[src/rtl/pong_enc_input.sv]
// pong_enc_input: per-player input stage for pong_main.
// Brings a raw quadrature encoder (QA/QB) and a push-button into the pixel
// clock domain, debounces them, turns encoder rotation into a saturating
// paddle position, and republishes that position once per frame.
//
// Ports:
//   CLK, RST           pixel clock, synchronous active-high reset
//   ENC_QA, ENC_QB     raw encoder phases (asynchronous, idle high)
//   BTN                raw button, active-high (asynchronous)
//   FRAME_STB          one-cycle pulse at start of vertical blanking
//   PAD_Y              paddle top line, only changes on FRAME_STB
//   PAD_Y_LIVE         paddle top line, updates as soon as a step lands
//   STEP_UP / STEP_DN  one-cycle pulse when PAD_Y_LIVE decrements / increments
//   ENC_ERR            one-cycle pulse on an illegal (both-phase) transition
//   BTN_LVL            debounced button level
//   BTN_PRESS          one-cycle pulse on debounced button press
module pong_enc_input #(
    parameter int SCR_H   = 20,
    parameter int PAD_H   = 4,
    parameter int DEB_CYC = 4,
    parameter int QDIV    = 4
) (
    input  logic        CLK,
    input  logic        RST,
    input  logic        ENC_QA,
    input  logic        ENC_QB,
    input  logic        BTN,
    input  logic        FRAME_STB,
    output logic [10:0] PAD_Y,
    output logic [10:0] PAD_Y_LIVE,
    output logic        STEP_UP,
    output logic        STEP_DN,
    output logic        ENC_ERR,
    output logic        BTN_LVL,
    output logic        BTN_PRESS
);
    localparam logic [10:0]       Y_MAX    = 11'(SCR_H - PAD_H);
    localparam logic [10:0]       Y_MID    = 11'((SCR_H - PAD_H) / 2);
    localparam logic [7:0]        DEB_LAST = 8'(DEB_CYC - 1);
    localparam logic signed [4:0] ACC_TOP  = 5'(QDIV);
    // Idle values in {QA, QB, BTN} order: encoder pulled up, button released.
    localparam logic [2:0]        IDLE     = 3'b110;

    logic [2:0] raw, s1, s2, d;
    logic [7:0] cnt [3];

    assign raw = {ENC_QA, ENC_QB, BTN};

    // Two-flop synchroniser on every raw input.
    always_ff @(posedge CLK) begin
        if (RST) begin
            s1 <= IDLE;
            s2 <= IDLE;
        end else begin
            s1 <= raw;
            s2 <= s1;
        end
    end

    // Debounce: the synchronised value must disagree with the stable value
    // for DEB_CYC consecutive clocks before it is accepted.
    always_ff @(posedge CLK) begin
        for (int i = 0; i < 3; i++) begin
            if (RST) begin
                d[i]   <= IDLE[i];
                cnt[i] <= '0;
            end else if (s2[i] == d[i]) begin
                cnt[i] <= '0;
            end else if (cnt[i] == DEB_LAST) begin
                d[i]   <= s2[i];
                cnt[i] <= '0;
            end else begin
                cnt[i] <= cnt[i] + 8'd1;
            end
        end
    end

    // Map the Gray-coded phase pair onto a 0..3 position around the cycle,
    // so the modulo-4 difference directly names the transition type.
    function automatic logic [1:0] phase(input logic [1:0] ab);
        case (ab)
            2'b00:   phase = 2'd0;
            2'b10:   phase = 2'd1;
            2'b11:   phase = 2'd2;
            default: phase = 2'd3;
        endcase
    endfunction

    logic [1:0]        prev, cur, delta;
    logic signed [4:0] acc, acc_inc, acc_dec;
    logic              fwd, rev, bad, btn_prev;

    assign cur     = d[2:1];
    assign delta   = phase(cur) - phase(prev);
    assign fwd     = (delta == 2'd1);
    assign rev     = (delta == 2'd3);
    assign bad     = (delta == 2'd2);
    assign acc_inc = acc + 5'sd1;
    assign acc_dec = acc - 5'sd1;

    always_ff @(posedge CLK) begin
        if (RST) begin
            prev       <= 2'b11;
            acc        <= '0;
            PAD_Y_LIVE <= Y_MID;
            PAD_Y      <= Y_MID;
            STEP_UP    <= 1'b0;
            STEP_DN    <= 1'b0;
            ENC_ERR    <= 1'b0;
            btn_prev   <= 1'b0;
            BTN_PRESS  <= 1'b0;
        end else begin
            prev    <= cur;
            STEP_UP <= 1'b0;
            STEP_DN <= 1'b0;
            ENC_ERR <= bad;
            if (bad) begin
                acc <= '0;
            end else if (fwd) begin
                if (acc_inc == ACC_TOP) begin
                    // acc clears even when the step is clamped away
                    acc <= '0;
                    if (PAD_Y_LIVE < Y_MAX) begin
                        PAD_Y_LIVE <= PAD_Y_LIVE + 11'd1;
                        STEP_DN    <= 1'b1;
                    end
                end else begin
                    acc <= acc_inc;
                end
            end else if (rev) begin
                if (acc_dec == -ACC_TOP) begin
                    acc <= '0;
                    if (PAD_Y_LIVE != '0) begin
                        PAD_Y_LIVE <= PAD_Y_LIVE - 11'd1;
                        STEP_UP    <= 1'b1;
                    end
                end else begin
                    acc <= acc_dec;
                end
            end
            // Nonblocking read of PAD_Y_LIVE publishes the pre-step value.
            if (FRAME_STB) PAD_Y <= PAD_Y_LIVE;
            btn_prev  <= d[0];
            BTN_PRESS <= d[0] & ~btn_prev;
        end
    end

    assign BTN_LVL = d[0];

endmodule
[config.mk]
export PLATFORM = sky130hd
export DESIGN_NAME = pong_enc_input
export DESIGN_NICKNAME = d
export VERILOG_FILES = /design/src/rtl/pong_enc_input.sv
export SDC_FILE = /design/constraint.sdc
export NUM_CORES = 1
export LEC_CHECK = 0
export ABC_AREA = 1
export BUFFER_PORTS_ARGS = -buffer_cell sky130_fd_sc_hd__buf_2
export CAP_MARGIN = 30
export CELL_PAD_IN_SITES_DETAIL_PLACEMENT = 1
export CELL_PAD_IN_SITES_GLOBAL_PLACEMENT = 1
export CORE_ASPECT_RATIO = 1.5
export CORE_MARGIN = 5
export CORE_UTILIZATION = 44
export DETAILED_ROUTE_END_ITERATION = 10
export PLACE_DENSITY_LB_ADDON = 0.1
export REMOVE_ABC_BUFFERS = 1
export SYNTH_ARGS = -nofsm -noshare
export SYNTH_HDL_FRONTEND = slang
export SYNTH_SLANG_ARGS = --single-unit
[constraint.sdc]
create_clock -name CLK -period 2.9 [get_ports CLK]
set_clock_uncertainty 0.05 [all_clocks]
set_input_delay 0.435 -clock CLK [delete_from_list [all_inputs] [get_ports CLK]]
set_output_delay 0.435 -clock CLK [all_outputs]
set_load 0.02 [all_outputs]
==> flow_summary.yaml <==
status:
  status: "complete, no violations"
placement:
  routabilityCongestion: 0.888
  dpl.hpwl_um: 6940
  pre_cts_ws_ps: 44.5
  port_buffers: 32
logic_synthesis:
  synth_cells: 471
  synth.distinct_cells: 42
  synth_compound_area_frac: 0.123
  synth_fa_ha_area_frac: 0.0755
  netlist_area_um2: 3740
  avgSynthCellArea_um2: 7.95
  yosys-mux-area-fraction: 0
  yosysTopAreaCellShare: 0.230
  synth_top_family_by_area: "simple AND/OR/NAND/NOR gates"
  synth-edff-count: 24
  synth_top_cell_by_area: "dfxtp_1"
  synth_area_leaders: "dfxtp_1, edfxtp_1, nand2_1, inv_1, ha_1"
  ys_seq_area_frac: 0.422
  synth_xor_area_frac: 0.0297
  synth-simple-area-share: 0.257
  yosys_warnings: 0
  synthFlopType: "dfxtp_1"
  ys_async_sr_fraction: 0
  yosys_register_bits: 67
routing:
  drt-initial-drc-count: 121
  first_pass_iters: 4
  ant_nets: 0
  wl_um: 9680
  wire_per_inst_um: 14.9
  vias_per_cell: 5.02
  drc_errors: 0
  vias: 3268
final_layout:
  nets: 567
  layout_commonest_cell: "nand2_1"
  post-route-util: 0.551
  area_delta_synth_final_pct: 22.9
  drive_above_1_share: 0.206
  fillerInstances: 1041
  layout.area.seq_um2: 1580
  mostFrequentLayoutCells: "nand2_1, inv_1, nor2_1, dfxtp_1, a21oi_1"
  multiInputGateArea_um2: 2060
  n_antenna_cell: 0
clock_network:
  cts_buffers: 9
  clockRootBuffer: "clkbuf_16"
  cts_tree: "built"
  path_clk_slew_ps: 60
  cts_max_path_buffers: 2
  htree_levels: 3
  insertion_delay_ps: 330
  clock_sinks: 67
  postCtsHoldBufs: 0
grt:
  use_met2: 0.357
  grt_use_met1: 0.201
  use_met3: 0.0267
  grt_pass1_vias: 3427
  antenna_found_initial: 0
  top_usage_layer: "met2"
  grt_max_degree: 27
  grt_overflow: 0
  grt_use_total: 0.188
  grt_pass1_wl_um: 15500
pwr:
  leakage_nw: 2.15
  p_per_area_nw_per_um2: 505
  ir_drop_v: 0.000286
die:
  std_cell_rows: 41
  start_util: 0.448
  core_um2: 8360
  die_h_um: 123
  io_pins: 33
  chipWidth_um: 85.3
  dieArea_um2: 10500
critical_path:
  critPathLaunchType: "flip-flop"
  reg2reg_from: "d[2]"
  critPathKind: "reg -> reg"
  crit_path_end_kind: "flip-flop"
  arrival_ps: 3000
  reg2reg_slack_ps: 110
  critPathCapture: "PAD_Y_LIVE[10]"
  cp_max_fo: 7
  r2r-end: "PAD_Y_LIVE[10]"
  rr_worst_depth: 18
  crit_start: "d[2]"
  critPathRequiredTime_ps: 3110
sta:
  period_share: 0.961
  hold_violations: 0
  finalSetupViolations: 0
  max_slew.worst_pin.slew_ps: 511
  final.setup.tns_ps: 0
  drv_slew: 0
  timing.final.ws_setup_ps: 112
  relSlewSlack: 0.656
  fmax_ghz: 0.359
  layout_min_cycle_time_ps: 2790
job:
  maxCapViolations: 0
min_path:
  hp-class: "in -> reg"
==> stage by stage <==
| stage | power, mW | std cells | cell area (um^2) | hold slack (ps) |
|---|---|---|---|---|
| 6_report | 2.32 | 651 | 4600 | 239 |
| 5_1_grt | 2.43 | 651 | 4600 | 255 |
| 4_1_cts | 2.33 | 645 | 4410 | 234 |
| 3_5_place_dp | 1.22 | 629 | 4110 | 333 |
| 3_3_place_gp | 1.21 | 629 | 4110 | 333 |
| 2_1_floorplan | 1.16 | 485 | 3770 | 323 |
==> what timing repair did <==
action,CTS,global route
endpoints found under the setup margin,0,6
resized for setup,0,26
buffers inserted,0,5
==> per-layer routing <==
metal  routed length, um  part of all wire
met1                3700              0.38
met2                5490              0.57
met3                 258             0.027
met4                 231             0.024
met5                   0                 0
==> final cells by class <==
type,count,share of cell area
multi-input cells,343,0.448
clock inverters,4,0.0103
clock buffers,12,0.0560
inverters,76,0.0620
repair buffers,42,0.0511
flip-flops and latches,67,0.344
well taps,107,0.0291
==> how the worst min path moves through the flow <==
stage	slack (ps)	to	depth (start not counted)	start
global route	250	s1[2]	2	ENC_QA
floorplan	320	BTN_PRESS	1	btn_prev
global placement	330	BTN_PRESS	1	btn_prev
CTS	230	s1[1]	2	ENC_QB
finish	240	s1[1]	2	ENC_QB
detailed placement	330	BTN_PRESS	1	btn_prev
==> kinds of logic (layout without fill, tap and decap cells) <==
kind of cell | after synthesis | in the layout
fa+ha+maj | 22 | 22
flops | 67 | 67
other cells | 1 | 24
xor+xnor | 11 | 11
compound gates | 84 | 84
buf+inv | 85 | 134
simple gates | 201 | 202
==> where the power goes <==
| part | total [mW] | leakage, nW | internal, mW | switching, mW |
|---|---|---|---|---|
| Sequential | 1.03 | 0.597 | 1.00 | 0.0228 |
| Combinational | 0.185 | 1.40 | 0.0646 | 0.120 |
| Clock | 1.11 | 0.148 | 0.715 | 0.398 |
==> cells in the mapped netlist, types with 2 or more instances <==
library cell	count
xor2_1	8
inv_1	71
nor3b_1	2
or2_2	7
edfxtp_1	24
o21a_1	3
a21oi_2	2
nor4_1	2
o21ai_1	10
nand3_1	26
o21ai_0	21
dfxtp_1	43
nand3_2	2
nand2_4	4
o21bai_1	2
nor2_4	3
buf_6	3
nand2_1	74
inv_2	5
nor3_1	12
nand3_4	2
a21oi_1	39
nand2_2	5
nand4_1	8
clkbuf_1	5
nor2_1	52
ha_1	21
==> critical path: stages (launching register included) <==
cell and delay, ps:
dfxtp_1 330, inv_1 60, ha_1 270, ha_2 200, inv_1 70, nand2_2 70
nand3_2 180, nand3_4 250, ha_4 380, nand2_1 70, inv_2 90, nand3_1 130
nor3_2 150, nor2_2 60, inv_1 50, nand2_1 50, nand2_1 70, nand2_2 60
a21oi_2 140
==> registers in the layout, indices dropped and copies added (netlist names) <==
name        cells
PAD_Y          11
acc             5
STEP_DN         1
btn_prev        1
STEP_UP         1
s1              3
prev            2
d               3
s2              3
cnt            24
PAD_Y_LIVE     11
ENC_ERR         1
BTN_PRESS       1
No activity file was read; power rests on OpenSTA's default activity.
